[config.mk]
export PLATFORM = sky130hd
export DESIGN_NAME = fetch_unit_flat
export DESIGN_NICKNAME = d
export VERILOG_FILES = /design/src/rtl/riscv_pkg.sv /design/src/rtl/fetch_unit_if.sv /design/src/rtl/fetch_pc_reg.sv /design/src/rtl/fetch_unit.sv /design/src/flat_wrapper.sv
export SDC_FILE = /design/constraint.sdc
export NUM_CORES = 1
export LEC_CHECK = 0
export ABC_AREA = 0
export BUFFER_PORTS_ARGS = -buffer_cell sky130_fd_sc_hd__buf_2
export CAP_MARGIN = 20
export CORE_MARGIN = 2
export CORE_UTILIZATION = 40
export CTS_CLUSTER_DIAMETER = 30
export DETAILED_ROUTE_END_ITERATION = 10
export PLACE_DENSITY = 0.66
export SLEW_MARGIN = 20
export SYNTH_ARGS = -nofsm -noshare
export SYNTH_HDL_FRONTEND = slang
export SYNTH_SLANG_ARGS = --single-unit
[constraint.sdc]
create_clock -name clk -period 2 [get_ports clk]
set_input_delay 0.1 -clock clk [delete_from_list [all_inputs] [get_ports clk]]
set_output_delay 0.1 -clock clk [all_outputs]
set_load 0.03 [all_outputs]
[src/rtl/riscv_pkg.sv]
// riscv_pkg: shared core widths, reset PC, fetch state encoding and opcode constants
package riscv_pkg;
    localparam int XLEN = 32;
    localparam logic [XLEN-1:0] RESET_PC = 32'h0000_0000;
    typedef enum logic [2:0] {IDLE, REQ, WAIT, FULL, IDLE_HALT} fetch_state_t;
    localparam logic [6:0] OPCODE_LOAD   = 7'b0000011;
    localparam logic [6:0] OPCODE_OP_IMM = 7'b0010011;
    localparam logic [6:0] OPCODE_AUIPC  = 7'b0010111;
    localparam logic [6:0] OPCODE_STORE  = 7'b0100011;
    localparam logic [6:0] OPCODE_OP     = 7'b0110011;
    localparam logic [6:0] OPCODE_LUI    = 7'b0110111;
    localparam logic [6:0] OPCODE_BRANCH = 7'b1100011;
    localparam logic [6:0] OPCODE_JALR   = 7'b1100111;
    localparam logic [6:0] OPCODE_JAL    = 7'b1101111;
    localparam logic [6:0] OPCODE_SYSTEM = 7'b1110011;
    function automatic logic [6:0] opcode_of(input logic [XLEN-1:0] word);
        return word[6:0];
    endfunction
endpackage

[src/rtl/fetch_unit_if.sv]
// fetch_unit_if: imem request/response, decode handoff and redirect signals
interface fetch_unit_if #(parameter int XLEN = 32);
    logic            imem_req_valid;
    logic            imem_req_ready;
    logic [XLEN-1:0] imem_addr;
    logic            imem_rsp_valid;
    logic [XLEN-1:0] imem_rdata;
    logic            instr_valid;
    logic            instr_ready;
    logic [XLEN-1:0] instr;
    logic [XLEN-1:0] pc;
    logic [XLEN-1:0] pc_plus4;
    logic            redirect;
    logic [XLEN-1:0] redirect_target;
    modport master (
        output imem_req_valid, imem_addr, instr_valid, instr, pc, pc_plus4,
        input  imem_req_ready, imem_rsp_valid, imem_rdata, instr_ready, redirect, redirect_target
    );
    modport slave (
        input  imem_req_valid, imem_addr, instr_valid, instr, pc, pc_plus4,
        output imem_req_ready, imem_rsp_valid, imem_rdata, instr_ready, redirect, redirect_target
    );
endinterface

[src/rtl/fetch_pc_reg.sv]
// fetch_pc_reg: fetch PC register with +4 advance and redirect mux (redirect wins)
module fetch_pc_reg #(
    parameter int XLEN = 32,
    parameter logic [XLEN-1:0] RESET_PC = '0
) (
    input  logic            clk,
    input  logic            reset,
    input  logic            advance,
    input  logic            redirect,
    input  logic [XLEN-1:0] target,
    output logic [XLEN-1:0] fetch_pc
);
    always_ff @(posedge clk)
        fetch_pc <= reset ? RESET_PC : redirect ? target : advance ? fetch_pc + XLEN'(4) : fetch_pc;
endmodule

[src/rtl/fetch_unit.sv]
// fetch_unit: fetch FSM and one-entry instruction buffer; FETCH_ALIGN_CHECK_EN adds fetch_misalign halt
module fetch_unit #(
    parameter int XLEN = riscv_pkg::XLEN,
    parameter logic [XLEN-1:0] RESET_PC = riscv_pkg::RESET_PC
) (
    input  logic clk,
    input  logic reset,
    fetch_unit_if.master bus
`ifdef FETCH_ALIGN_CHECK_EN
    ,
    output logic fetch_misalign
`endif
);
    import riscv_pkg::*;
    fetch_state_t    state;
    logic            drop;
    logic [XLEN-1:0] fetch_pc;
    logic [XLEN-1:0] target;
`ifdef FETCH_ALIGN_CHECK_EN
    logic misaligned;
    assign misaligned = bus.redirect && bus.redirect_target[1:0] != 2'b00;
    assign target = bus.redirect_target;
`else
    assign target = bus.redirect_target & ~XLEN'(3);
`endif
    assign bus.imem_addr = fetch_pc;
    fetch_pc_reg #(.XLEN(XLEN), .RESET_PC(RESET_PC)) u_pc (
        .clk(clk),
        .reset(reset),
        .advance(state == FULL && bus.instr_ready),
        .redirect(bus.redirect),
        .target(target),
        .fetch_pc(fetch_pc)
    );
    always_ff @(posedge clk) begin
        if (reset) begin
            state              <= IDLE;
            drop               <= 1'b0;
            bus.imem_req_valid <= 1'b0;
            bus.instr_valid    <= 1'b0;
            bus.instr          <= '0;
            bus.pc             <= RESET_PC;
            bus.pc_plus4       <= RESET_PC + XLEN'(4);
`ifdef FETCH_ALIGN_CHECK_EN
            fetch_misalign     <= 1'b0;
        end else if (state == IDLE_HALT || misaligned) begin
            state              <= IDLE_HALT;
            fetch_misalign     <= 1'b1;
            bus.imem_req_valid <= 1'b0;
            bus.instr_valid    <= 1'b0;
`endif
        end else if (bus.redirect) begin
            bus.instr_valid <= 1'b0;
            // An accepted-but-unanswered request is now wrong-path; a response arriving this cycle retires it
            if ((state == REQ && bus.imem_req_ready) || (state == WAIT && !bus.imem_rsp_valid)) begin
                state              <= WAIT;
                drop               <= 1'b1;
                bus.imem_req_valid <= 1'b0;
            end else begin
                state              <= REQ;
                drop               <= 1'b0;
                bus.imem_req_valid <= 1'b1;
            end
        end else begin
            case (state)
                IDLE: begin
                    state              <= REQ;
                    bus.imem_req_valid <= 1'b1;
                end
                REQ: if (bus.imem_req_ready) begin
                    state              <= WAIT;
                    bus.imem_req_valid <= 1'b0;
                end
                WAIT: if (bus.imem_rsp_valid) begin
                    if (drop) begin
                        drop               <= 1'b0;
                        state              <= REQ;
                        bus.imem_req_valid <= 1'b1;
                    end else begin
                        state           <= FULL;
                        bus.instr       <= bus.imem_rdata;
                        bus.pc          <= fetch_pc;
                        bus.pc_plus4    <= fetch_pc + XLEN'(4);
                        bus.instr_valid <= 1'b1;
                    end
                end
                FULL: if (bus.instr_ready) begin
                    state              <= REQ;
                    bus.instr_valid    <= 1'b0;
                    bus.imem_req_valid <= 1'b1;
                end
                default: state <= state;
            endcase
        end
    end
endmodule

[src/flat_wrapper.sv]
// flat-port wrapper written by rule: the top's interface ports become plain ports
module fetch_unit_flat import riscv_pkg::*;
#(
    parameter int XLEN = riscv_pkg::XLEN,
    parameter logic [XLEN-1:0] RESET_PC = riscv_pkg::RESET_PC
)
  (clk, reset, bus_imem_req_valid, bus_imem_addr, bus_instr_valid, bus_instr, bus_pc, bus_pc_plus4, bus_imem_req_ready, bus_imem_rsp_valid, bus_imem_rdata, bus_instr_ready, bus_redirect, bus_redirect_target);
  fetch_unit_if #(.XLEN(XLEN)) bus_i ();
  input  logic clk;
  input  logic reset;
  output wire logic [$bits(bus_i.imem_req_valid)-1:0] bus_imem_req_valid;
  output wire logic [$bits(bus_i.imem_addr)-1:0] bus_imem_addr;
  output wire logic [$bits(bus_i.instr_valid)-1:0] bus_instr_valid;
  output wire logic [$bits(bus_i.instr)-1:0] bus_instr;
  output wire logic [$bits(bus_i.pc)-1:0] bus_pc;
  output wire logic [$bits(bus_i.pc_plus4)-1:0] bus_pc_plus4;
  input wire logic [$bits(bus_i.imem_req_ready)-1:0] bus_imem_req_ready;
  input wire logic [$bits(bus_i.imem_rsp_valid)-1:0] bus_imem_rsp_valid;
  input wire logic [$bits(bus_i.imem_rdata)-1:0] bus_imem_rdata;
  input wire logic [$bits(bus_i.instr_ready)-1:0] bus_instr_ready;
  input wire logic [$bits(bus_i.redirect)-1:0] bus_redirect;
  input wire logic [$bits(bus_i.redirect_target)-1:0] bus_redirect_target;
  assign bus_imem_req_valid = bus_i.imem_req_valid;
  assign bus_imem_addr = bus_i.imem_addr;
  assign bus_instr_valid = bus_i.instr_valid;
  assign bus_instr = bus_i.instr;
  assign bus_pc = bus_i.pc;
  assign bus_pc_plus4 = bus_i.pc_plus4;
  assign bus_i.imem_req_ready = bus_imem_req_ready;
  assign bus_i.imem_rsp_valid = bus_imem_rsp_valid;
  assign bus_i.imem_rdata = bus_imem_rdata;
  assign bus_i.instr_ready = bus_instr_ready;
  assign bus_i.redirect = bus_redirect;
  assign bus_i.redirect_target = bus_redirect_target;
  fetch_unit #(.XLEN(XLEN), .RESET_PC(RESET_PC)) u_core (.clk(clk), .reset(reset), .bus(bus_i));
endmodule
==> Word-level counts from Yosys, hierarchy flattened <==
Cells that the tools add are included.
{ "word_totals": {"register_bits": 134, "out_inout_bits": 130, "wordCells": 62} }
{ "op_classes": {"n_addsub": 1, "eq_ne": 10, "muxes": 24, "bitwise": 2, "n_reduce_logical": 17} }
{ "op_table": {"columns": ["op", "count"], "rows": [
  ["two-way mux 32 bit", 2],
  ["adder 32 x 3 -> 32 bit (second input constant)", 1],
  ["two-way mux 1 bit", 13],
  ["two-way mux 3 bit", 4],
  ["case mux 3 bit (4 select lines)", 1],
  ["AND reduction 4 bit", 3],
  ["inequality test 3 bit (second input constant)", 3],
  ["nonzero test 2 bit", 4],
  ["== test 3 x 2 -> 1 bit (second input constant)", 2],
  ["inequality test 2 bit (second input constant)", 3],
  ["AND reduction 5 bit", 1],
  ["nonzero test 5 bit", 1],
  ["two-way mux 2 bit", 2],
  ["case mux 1 bit (4 select lines)", 1],
  ["== test 3 x 1 -> 1 bit (second input constant)", 1],
  ["logical AND 1 bit", 3],
  ["zero test 3 bit", 1],
  ["inequality test 3 x 2 -> 1 bit (second input constant)", 1],
  ["NOT 1 bit", 2],
  ["case mux 1 bit (2 select lines)", 1],
  ["AND reduction 2 bit", 1],
  ["OR reduction 2 bit", 1],
  ["zero test 1 bit", 1],
  ["logical OR 1 bit", 1]
]} }

==> Depth between registers and ports, before layout <==
Gate-level depths: netlist (run 1).
{ "depth": {"ltp_word": 5, "mapped_depth": 8, "ltp_nobuf": 7} }

==> Hierarchy <==
From an unflattened synthesis (run 1), not the netlist that was laid out.
{ "unflattened": {"hier_cells": 758, "area_unflattened_um2": 6032.0} }
{ "modules_own_cells": {"columns": ["mod", "instances", "cells_per_inst", "area_each_um2", "seq_area_each_um2"], "rows": [
  ["fetch_unit", 1, 524, 4139.0, 1981.9],
  ["fetch_pc_reg", 1, 234, 1893.1, 640.6]
]} }

==> Least setup slack after synthesis (run 1) <==
OpenSTA, ideal clock, no wires.
{ "synth_path": {"path_kind": "register to register", "from": "register u_core.u_pc.fetch_pc[2]", "to": "register u_core.bus.pc_plus4[28]", "setup_ns": 0.086, "arrival_ns": 2.029, "required_time_ns": 1.914, "path_slack_ns": -0.115, "path_stages_with_launch": 7, "synth_period_minus_slack_ns": 2.115, "path_cell_list": "dfxtp_1 > ha_1 > nand4_1 > nor4_4 > nand4_1 > xor2_1 > a211oi_1"} }
{ "synth_via": {"elab_chain_cells": 1} }
{ "synth_rtl": {"columns": ["element", "line", "rtl"], "rows": [
  ["from (decl)", "fetch_pc_reg.sv:11", "output logic [XLEN-1:0] fetch_pc"],
  ["from (signal assigned)", "fetch_pc_reg.sv:14", "fetch_pc <= reset ? RESET_PC : redirect ? target : advance ? fetch_pc + XLEN'(4) : fetch_pc;"],
  ["adder 32 x 3 -> 32 bit", "fetch_unit.sv:83", "bus.pc_plus4 <= fetch_pc + XLEN'(4);"],
  ["to (signal assigned)", "fetch_unit.sv:43", "bus.pc_plus4 <= RESET_PC + XLEN'(4);"],
  ["to (signal assigned)", "fetch_unit.sv:83", null],
  ["to (decl)", "fetch_unit_if.sv:16", "output imem_req_valid, imem_addr, instr_valid, instr, pc, pc_plus4,"]
]} }
No other way between the ends.
A chain may end at the register's enable or synchronous reset.

==> Worst setup path after layout (run 1) <==
{ "layout_path": {"from": "register u_core.u_pc.fetch_pc[4]", "to": "register u_core.bus.pc_plus4[29]"} }
The elaborated chain is that of the path after synthesis.

==> flow_summary_export.csv, run 1 <==
group,metric,value,unit
clock_tree,worst_setup_hold_path_clk_slew,0.06,ns
timing,min_clock_period_post_route,1.876,ns
floorplanning,core_area,14370,sq um
global_route,via_count_of_the_first_global_routing_pass,5597,
cells_and_area,drive_above_1_share,0.3047,
routing,post_drt_antenna_nets,0,
logic_synthesis,ys_seq_area_frac,0.4357,
global_route,maximum_number_of_pins_on_one_net_before_global_route_repair,50,
timing,fmax,532.9,MHz
floorplanning,start_util,0.4061,
power,cell_internal_pwr,5374,uW
worst_setup_path,worst_setup_path_end_kind,"flip-flop",
clock_tree,insertion_delay,0.41,ns
routing,vias_per_cell,4.976,
place,placed_area,7158,sq um
place,place.detailed.hpwl,11850,um
cells_and_area,final_common_cell,"buf_2",
global_route,grt.overflow.total,0,
cells_and_area,regMostFlops,"u_core.bus.instr",
cells_and_area,sequential_cell_area_in_the_final_layout,2545,sq um
timing,final_min_period_over_clock_period,0.9382,
worst_setup_path,cp_slowest_cell,"dfxtp_1",
logic_synthesis,yosys_register_bits,127,
run_status,status,"finished, final reports clean",
logic_synthesis,syn_area_per_cell,8.139,sq um
worst_setup_path,critPathTopFamily,"simple AND/OR/NAND/NOR gates",
logic_synthesis,postSynth.topFlopCell,"dfxtp_1",
clock_tree,cts_root_buffer,"clkbuf_16",
power,combinationalPowerShare,0.130,
floorplanning,die_y,124.8,um
worst_setup_path,maximum_fanout_count_along_the_critical_path,10,
clock_tree,cts-buffers-inserted,17,
cells_and_area,largest_register_ff_count,32,
timing,final_critical_path_setup_slack,0.1235,ns
floorplanning,ios,200,
power,power_frac_seq,0.375,
place,dp_cells,1081,
worst_setup_path,critical_path.cell_chain,"and4_1 > nand2_1 > buf_4 > nor4_2 > xnor2_1 > a211oi_1",
logic_synthesis,number_of_flops_mapped_to_enable_cells_by_yosys,0,
logic_synthesis,synthArstFlopShare,0,
routing,first_pass_iters,4,
clock_tree,clk_buf_depth,2,
routing,route.vias.total,5847,
global_route,grt.total_usage,0.2287,
clock_tree,htreeDepth,4,
power,share_clk_of_total_power,0.494,
power,peakVddDrop,887.4,uV
cells_and_area,diodes,0,
clock_tree,cts.sinks,127,
job,timing.max_cap.violations,0,
global_route,wire_length_of_the_first_global_routing_pass,28630,um
timing,setup_repair_after_global_routing_missed_its_margin,"yes",
power,powerDensity,847.2,nW/um^2
place,portBuffers,191,
worst_setup_path,timing.critical_path.required,2.32,ns
place,gp_routability_congestion,0.8190,
floorplanning,rows,44,
cells_and_area,mostFrequentLayoutCells,"buf_2, nand2_1, dfxtp_1, a21oi_1, nor2_1",
worst_setup_path,critical_path.startpoint_type,"flip-flop",
place,placement.setup.worst_slack,0.01658,ns
logic_synthesis,mappedNetlistArea,5836,sq um
cells_and_area,multi_input_area,2977,sq um
logic_synthesis,post_synthesis_cell_count,717,
worst_setup_path,path_buf_inv,1,
global_route,initial_antenna_violation_count,0,
routing,initialDrtViolationCount,255,
floorplanning,die_area,15570,sq um
timing,max_slew_violation_count,0,
worst_hold_path,worstHoldPathType,"primary input to flip-flop",
worst_setup_path,critPathMaxStageDelay,0.44,ns
power,total_switching_power,1797,uW
routing,drt_wl_total,17630,um
cells_and_area,synthToLayoutAreaGrowth,45.05,%
routing,post-route-drc-count,0,
cells_and_area,finalNonFillerCells,1175,
logic_synthesis,synth_cell_types,44,
clock_tree,cts_tree,"built",
power,static-leakage-power,0.003514,uW
worst_setup_path,path_class,"flip-flop to flip-flop",
worst_setup_path,crit_arrival,2.20,ns
floorplanning,die-width,124.8,um
cells_and_area,finish.net_count,1055,
cells_and_area,filler_cell_count,1280,
timing,setup_viol,0,
power,power_switching_share,0.2505,
timing,timing.final.hold_violations,0,
cells_and_area,finalInstanceArea,8464,sq um
routing,detail_route.wl_per_cell,15.01,um
logic_synthesis,yosysWarningCount,0,
timing,fin_worst_skew,0.008884,ns
-- routing by layer --
metal | track usage | wire length (um) | vias to the layer above | part of all wire
met3 | 0.06143 | 957 | 24 | 0.054
met2 | 0.3806 | 8599 | 173 | 0.49
met1 | 0.2889 | 7767 | 2708 | 0.44
li1 | - | - | 2942 | -
met4 | 0.07138 | 308 | 0 | 0.017
met5 | 0 | 0 | - | 0
-- worst register-to-register path, cell delays in order, from the launching register on --
cell	delay [ns]
dfxtp_1	0.44
and4_1	0.32
nand2_1	0.11
buf_4	0.19
nor4_2	0.35
xnor2_1	0.12
a211oi_1	0.26
-- synth_stat cells, types with 9 or more instances --
master      n  area [sq um]
a21oi_1    76         380.4
dfxtp_1   127          2542
a211oi_1   40         300.3
xor2_1     18         157.7
nor3_1      9         45.04
buf_4      14         105.1
clkbuf_1   40         150.1
buf_2      10         50.05
xnor2_1    33         289.0
nand3_1    22         110.1
nor2_1     70         262.8
and3_1      9         56.30
nand2_1   148         555.5
inv_1       9         33.78
-- worst paths after layout --
kind / to / from / slack, ns / depth (start not counted)
worst min-delay path: u_core.u_pc.fetch_pc[16]$_SDFFE_PP0P_ / bus_redirect_target[16] / 0.03 / 3
worst max-delay path: u_core.bus.pc_plus4[29]$_SDFFE_PP0P_ / u_core.u_pc.fetch_pc[4]$_SDFFE_PP0P_ / 0.12 / 6
worst min register to register: u_core.bus.instr[6]$_SDFFE_PP0P_ / u_core.bus.instr[6]$_SDFFE_PP0P_ / 0.45 / 2
worst max register to register: u_core.bus.pc_plus4[29]$_SDFFE_PP0P_ / u_core.u_pc.fetch_pc[4]$_SDFFE_PP0P_ / 0.12 / 6
-- stage by stage --
step | setup TNS, ns | hold slack, ns | utilization | power, uW
floorplan | 0 | 0.2360 | - | 3277
global placement | 0 | 0.3390 | 0.4982 | 3573
detailed placement | 0 | 0.3423 | 0.4982 | 3577
CTS | 0 | 0.008642 | 0.5884 | 7222
global route | -0.01013 | 0.02838 | 0.5891 | 7455
finish | 0 | 0.03021 | 0.5891 | 7171
-- timing repair --
item                                   in CTS  in global routing
gates resized for setup                     0                  4
pin swaps                                   1                  0
hold buffers                               61                  0
setup endpoints to repair                   1                 46
setup buffers                               1                  0
endpoints found under the hold margin      61                  0
-- area by class of cell --
| type | instances | share of cell area |
|---|---|---|
| clock buffer | 18 | 0.05188 |
| multi-input combinational | 519 | 0.3517 |
| sequential | 127 | 0.3007 |
| clock inverter | 14 | 0.02823 |
| timing repair buffer | 304 | 0.2364 |
| inverter | 9 | 0.003991 |
| tap | 184 | 0.02720 |
-- logic make-up after synthesis --
| logic type | after synthesis | share of synthesized area |
|---|---|---|
| AOI/OAI and AO/OA | 138 | 0.1456 |
| xor gates and xnor gates | 51 | 0.07654 |
| adders and majority gates | 7 | 0.01501 |
| buffers and inverters | 76 | 0.06025 |
| DFF | 127 | 0.4357 |
| muxes | 5 | 0.008577 |
| other | 1 | 0.0006426 |
| and+or+nand+nor | 312 | 0.2577 |
-- power by group through the flow --
stage | clock [uW] | combinational [uW] | sequential, uW
after floorplan | 0 | 378 | 2900
after global placement | 0 | 831 | 2740
after detailed placement | 0 | 833 | 2740
after CTS | 3600 | 929 | 2690
after global routing | 3740 | 1010 | 2700
final | 3540 | 935 | 2690
Power figures use the tool's default switching activity.
==> inputs of run 2 (changes only) <==
--- a/config.mk
+++ b/config.mk
@@ -12,6 +12,7 @@
 export CORE_UTILIZATION = 40
 export CTS_CLUSTER_DIAMETER = 30
 export DETAILED_ROUTE_END_ITERATION = 10
+export GPL_TIMING_DRIVEN = 0
 export PLACE_DENSITY = 0.66
 export SLEW_MARGIN = 20
 export SYNTH_ARGS = -nofsm -noshare
==> run 2 against run 1 <==
Against the previous run: worst setup slack worse by 0.022 ns; clock-buffer cell count grew 9; clock power decreased by 14%; critical path type unchanged; critical endpoint is now u_core.bus.pc[26]$_SDFFE_PP0P_.
==> flow_summary_export.csv, run 2 (synthesized netlist as in run 1, its figures left out) <==
group,metric,value,unit
place,placement.setup.worst_slack,-0.4821,ns
worst_setup_path,path_class,"flip-flop to flip-flop",
job,timing.max_cap.violations,0,
timing,max_slew_violation_count,0,
worst_setup_path,maximum_fanout_count_along_the_critical_path,10,
worst_setup_path,cp_slowest_cell,"clkbuf_1",
timing,timing.final.hold_violations,0,
global_route,initial_antenna_violation_count,0,
clock_tree,cts-buffers-inserted,17,
global_route,use_met3,0.06100,
clock_tree,clk_buf_depth,2,
global_route,grt.met1_usage,0.3088,
timing,timing.max_slew.rel_slack,0.4680,
clock_tree,cts_tree,"built",
power,power_frac_seq,0.407,
routing,first_pass_iters,5,
run_status,status,"finished, final reports clean",
power,static-leakage-power,0.003510,uW
global_route,via_count_of_the_first_global_routing_pass,5700,
place,gp_routability_congestion,0.8708,
routing,detail_route.wl_per_cell,15.95,um
cells_and_area,mostFrequentLayoutCells,"buf_2, nand2_1, dfxtp_1, a21oi_1, nor2_1",
timing,final_critical_path_setup_slack,0.1019,ns
worst_setup_path,critPathTopFamily,"simple AND/OR/NAND/NOR gates",
routing,route.vias.total,6040,
global_route,grt.total_usage,0.2424,
power,total_switching_power,1724,uW
global_route,grt.met2_usage,0.4008,
power,powerDensity,793.4,nW/um^2
clock_tree,worst_setup_hold_path_clk_slew,0.05,ns
timing,setup_repair_after_global_routing_missed_its_margin,"no",
cells_and_area,finish.net_count,1073,
floorplanning,die_y,124.8,um
timing,final_min_period_over_clock_period,0.9491,
cells_and_area,final_common_cell,"buf_2",
worst_setup_path,crit_arrival,2.24,ns
power,cell_internal_pwr,4949,uW
place,place.detailed.hpwl,13220,um
power,combinationalPowerShare,0.138,
worst_hold_path,worstHoldPathType,"primary input to flip-flop",
routing,post-route-drc-count,0,
worst_setup_path,critical_path.cell_chain,"inv_1 > ha_1 > nor2b_2 > nand3_2 > clkbuf_1 > nand2_1 > a21oi_1",
routing,drt_wl_total,19030,um
global_route,wire_length_of_the_first_global_routing_pass,30150,um
place,portBuffers,189,
global_route,grt.busiest_layer,"met2",
floorplanning,die_area,15570,sq um
cells_and_area,synthToLayoutAreaGrowth,44.15,%
worst_setup_path,timing.critical_path.required,2.34,ns
worst_setup_path,r2r-start,"u_core.state[0]$_SDFFE_PP0P_",
power,power_switching_share,0.2584,
cells_and_area,diodes,0,
global_route,maximum_number_of_pins_on_one_net_before_global_route_repair,17,
floorplanning,start_util,0.4061,
floorplanning,die-width,124.8,um
timing,fmax,526.8,MHz
power,peakVddDrop,705.9,uV
clock_tree,cts_root_buffer,"clkbuf_16",
cells_and_area,drive_above_1_share,0.2934,
power,share_clk_of_total_power,0.455,
worst_setup_path,worst_setup_path_end_kind,"flip-flop",
cells_and_area,largest_register_ff_count,32,
clock_tree,insertion_delay,0.42,ns
routing,post_drt_antenna_nets,0,
worst_setup_path,critical_path.startpoint_type,"flip-flop",
timing,setup_viol,0,
worst_setup_path,startpoint,"u_core.state[0]$_SDFFE_PP0P_",
timing,worst_pin_slew,0.7979,ns
timing,min_clock_period_post_route,1.898,ns
timing,timing.hold.ws,0.01857,ns
clock_tree,htreeDepth,4,
global_route,grt.overflow.total,0,
routing,vias_per_cell,5.063,
worst_setup_path,path_buf_inv,2,
routing,initialDrtViolationCount,399,
cells_and_area,regMostFlops,"u_core.bus.instr",
worst_hold_path,holdCritStartpoint,"bus_redirect_target[20]",
floorplanning,core_area,14370,sq um
floorplanning,rows,44,
clock_tree,cts.sinks,127,
worst_setup_path,critPathMaxStageDelay,0.44,ns
timing,fin_worst_skew,0.008127,ns
floorplanning,ios,200,
cells_and_area,layout.core_utilization,0.5854,
==> run 2: power groups by stage <==
stage / clock network (uW) / logic, uW / registers (uW)
6_report: 3030 / 921 / 2720
5_1_grt: 3200 / 992 / 2730
4_1_cts: 3080 / 898 / 2710
3_5_place_dp: 0 / 797 / 2760
3_3_place_gp: 0 / 794 / 2760
2_1_floorplan: 0 / 378 / 2900
==> run 2: tightest hold or removal path, delay by kind of cell <==
kind / cells / cell delay [ns]
AOI/OAI and AO/OA: 2 / 0.14
buffers and inverters: 2 / 0.14
==> run 2: final cells by class <==
cell class | count | area, sq um
Buffer | 66 | 355.3
Clock buffer | 27 | 503.0
Clock inverter | 5 | 77.57
Fill cell | 1328 | 5957
Inverter | 9 | 33.78
Multi-Input combinational cell | 519 | 3059
Sequential cell | 127 | 2554
Tap cell | 184 | 230.2
Timing Repair Buffer | 256 | 1599
==> run 2: repair_timing <==
item,in CTS,in global routing
hold buffers,60,0
setup buffers,3,4
pin swaps,2,2
setup endpoints to repair,103,103
hold endpoints to repair,60,0
gates resized for setup,23,24
==> run 2: final timing paths <==
path / cells after the start / slack (ns) / end
worst max-delay path: 7 / 0.10 / u_core.bus.pc[26]$_SDFFE_PP0P_
worst min-delay path: 4 / 0.02 / u_core.u_pc.fetch_pc[20]$_SDFFE_PP0P_
worst max register to register: 7 / 0.10 / u_core.bus.pc[26]$_SDFFE_PP0P_
worst min register to register: 2 / 0.45 / u_core.bus.pc[5]$_SDFFE_PP0P_
==> run 2: stage by stage <==
step	std cells	area, sq um	TNS, ns	power [uW]
floorplan	722	5857	0	3277
global placement	1095	7033	-28.65	3550
detailed placement	1095	7033	-32.74	3556
CTS	1190	8298	0	6693
global route	1193	8412	0	6918
finish	1193	8412	0	6674
==> run 2: per-layer routing <==
metal,part of all wire,vias up
met5,0,-
li1,-,2987
met2,0.48,224
met3,0.066,23
met1,0.44,2806
met4,0.015,0
==> inputs of run 3 (changes only) <==
--- a/config.mk
+++ b/config.mk
@@ -10,6 +10,7 @@
 export CAP_MARGIN = 20
 export CORE_MARGIN = 2
 export CORE_UTILIZATION = 40
+export CTS_BUF_LIST = sky130_fd_sc_hd__clkbuf_8
 export CTS_CLUSTER_DIAMETER = 30
 export DETAILED_ROUTE_END_ITERATION = 10
 export GPL_TIMING_DRIVEN = 0
==> run 3 against run 2 <==
Against the previous run: sequential share of layout area up 0.74 points; die area is the same; hold slack improved by 0.048 ns; critical path depth fell by 1.
==> flow_summary_export.csv, run 3 (synthesized netlist as in run 1, its figures left out) <==
group,metric,value,unit
worst_setup_path,path_class,"flip-flop to flip-flop",
job,timing.max_cap.violations,0,
clock_tree,cts-buffers-inserted,17,
clock_tree,worst_setup_hold_path_clk_slew,0.07,ns
cells_and_area,regMostFlops,"u_core.bus.instr",
worst_setup_path,crit_arrival,2.25,ns
cells_and_area,synthToLayoutAreaGrowth,40.72,%
floorplanning,start_util,0.4061,
run_status,status,"finished, final reports clean",
routing,drt_wl_total,18870,um
worst_setup_path,r2r-start,"u_core.u_pc.fetch_pc[19]$_SDFFE_PP0P_",
timing,setup_repair_after_global_routing_missed_its_margin,"yes",
timing,setup_viol,0,
global_route,grt.overflow.total,0,
routing,detail_route.wl_per_cell,15.79,um
timing,max_slew_violation_count,0,
worst_setup_path,crit-reg2reg-capture,"u_core.bus.pc_plus4[31]$_SDFFE_PP0P_",
worst_hold_path,worstHoldPathType,"primary input to flip-flop",
cells_and_area,largest_register_ff_count,32,
worst_setup_path,worst-r2r-cell-count,6,
place,place.detailed.hpwl,13220,um
timing,timing.max_slew.rel_slack,0.4804,
power,peakVddDrop,364.7,uV
worst_setup_path,reg2reg_setup_slack,0.12,ns
routing,first_pass_iters,4,
floorplanning,die-width,124.8,um
floorplanning,die_y,124.8,um
place,portBuffers,189,
clock_tree,htreeDepth,4,
timing,worst_pin_slew,0.7794,ns
cells_and_area,drive_above_1_share,0.2918,
worst_hold_path,hold_depth,4,
clock_tree,cts.sinks,127,
global_route,wire_length_of_the_first_global_routing_pass,30180,um
timing,final_critical_path_setup_slack,0.1184,ns
routing,post-route-drc-count,0,
clock_tree,insertion_delay,0.46,ns
timing,min_clock_period_post_route,1.882,ns
floorplanning,ios,200,
routing,post_drt_antenna_nets,0,
clock_tree,clk_buf_depth,2,
cells_and_area,diodes,0,
power,powerDensity,708.6,nW/um^2
floorplanning,die_area,15570,sq um
worst_setup_path,maximum_fanout_count_along_the_critical_path,9,
cells_and_area,finish.net_count,1075,
worst_setup_path,timing.critical_path.required,2.37,ns
power,static-leakage-power,0.003437,uW
clock_tree,cts_tree,"built",
cells_and_area,mostFrequentLayoutCells,"buf_2, nand2_1, dfxtp_1, a21oi_1, nor2_1",
worst_setup_path,worst_setup_path_end_kind,"flip-flop",
place,gp_routability_congestion,0.8708,
global_route,initial_antenna_violation_count,0,
floorplanning,core_area,14370,sq um
routing,route.vias.total,6000,
floorplanning,rows,44,
clock_tree,cts_root_buffer,"clkbuf_8",
worst_hold_path,holdCritStartpoint,"bus_imem_rsp_valid",
routing,vias_per_cell,5.021,
global_route,maximum_number_of_pins_on_one_net_before_global_route_repair,17,
worst_hold_path,holdPathEnd,"u_core.drop$_SDFFE_PP0P_",
cells_and_area,final_common_cell,"buf_2",
place,placement.setup.worst_slack,-0.4821,ns
timing,fin_worst_skew,0.009552,ns
timing,fmax,531.5,MHz
routing,initialDrtViolationCount,389,
timing,timing.hold.ws,0.06673,ns
global_route,grt.total_usage,0.2427,
timing,timing.final.hold_violations,0,
timing,final_min_period_over_clock_period,0.9408,
global_route,via_count_of_the_first_global_routing_pass,5731,
worst_setup_path,critical_path.startpoint_type,"flip-flop",
## run 3: cell count changes in the layout (fill, tap and decap cells not counted), sizes merged
cell / previous run / this run
clkbuf: 66 / 57
inv: 9 / 15
dlygate4sd3: 60 / 62
buf: 223 / 226
## run 3: power breakdown
group	internal [uW]	switching, uW	total (uW)
Clock	1210	981	2190
Combinational	365	551	916
Sequential	2620	93.9	2710
## run 3: cell type report
| cell class | instances | area [sq um] |
|---|---|---|
| Fill cell | 1355 | 6157 |
| Multi-Input combinational cell | 519 | 3032 |
| Sequential cell | 127 | 2554 |
| Timing Repair Buffer | 258 | 1619 |
| Buffer | 66 | 354.1 |
| Clock buffer | 21 | 289.0 |
| Tap cell | 184 | 230.2 |
| Clock inverter | 11 | 100.1 |
| Inverter | 9 | 33.78 |
## run 3: repair_timing
item	4_1_cts	5_1_grt
endpoints found under the hold margin	62	0
setup endpoints to repair	102	103
hold buffers	62	0
gates resized for setup	23	24
setup buffers	3	4
pin swaps	2	2
## run 3: critical path: stages (launching register included)
cell,delay [ns]
dfxtp_1,0.34
clkbuf_2,0.22
and4_1,0.30
nand4_4,0.23
nor4_2,0.34
xnor2_1,0.14
a211oi_1,0.22
## run 3: worst max-delay path by stage
stage / startpoint / end / slack [ns]
2_1_floorplan: u_core.u_pc.fetch_pc[2]$_SDFFE_PP0P_ / u_core.bus.pc_plus4[28]$_SDFFE_PP0P_ / 0.04
3_3_place_gp: u_core.state[0]$_SDFFE_PP0P_ / u_core.bus.pc_plus4[18]$_SDFFE_PP0P_ / -0.41
3_5_place_dp: u_core.state[0]$_SDFFE_PP0P_ / u_core.bus.instr[1]$_SDFFE_PP0P_ / -0.48
4_1_cts: u_core.state[0]$_SDFFE_PP0P_ / u_core.u_pc.fetch_pc[15]$_SDFFE_PP0P_ / 0.02
5_1_grt: u_core.u_pc.fetch_pc[10]$_SDFFE_PP0P_ / u_core.bus.pc_plus4[31]$_SDFFE_PP0P_ / -0.02
6_report: u_core.u_pc.fetch_pc[19]$_SDFFE_PP0P_ / u_core.bus.pc_plus4[31]$_SDFFE_PP0P_ / 0.12
## run 3: metrics by stage
| step | area [sq um] | cells | setup TNS, ns | total power [uW] | util |
|---|---|---|---|---|---|
| after global placement | 7033 | 1095 | -28.65 | 3550 | 0.4895 |
| final | 8212 | 1195 | 0 | 5819 | 0.5715 |
| after global routing | 8212 | 1195 | -0.02966 | 6056 | 0.5715 |
| after detailed placement | 7033 | 1095 | -32.74 | 3556 | 0.4895 |
| after CTS | 8122 | 1192 | 0 | 5837 | 0.5652 |
| after floorplan | 5857 | 722 | 0 | 3277 | - |
## run 3: layer usage
| layer | vias up | global-route usage | wire length [um] |
|---|---|---|---|
| li1 | 2986 | - | - |
| met4 | 0 | 0.09650 | 447 |
| met3 | 34 | 0.06100 | 1302 |
| met2 | 214 | 0.3950 | 8995 |
| met5 | - | 0 | 0 |
| met1 | 2766 | 0.3083 | 8124 |
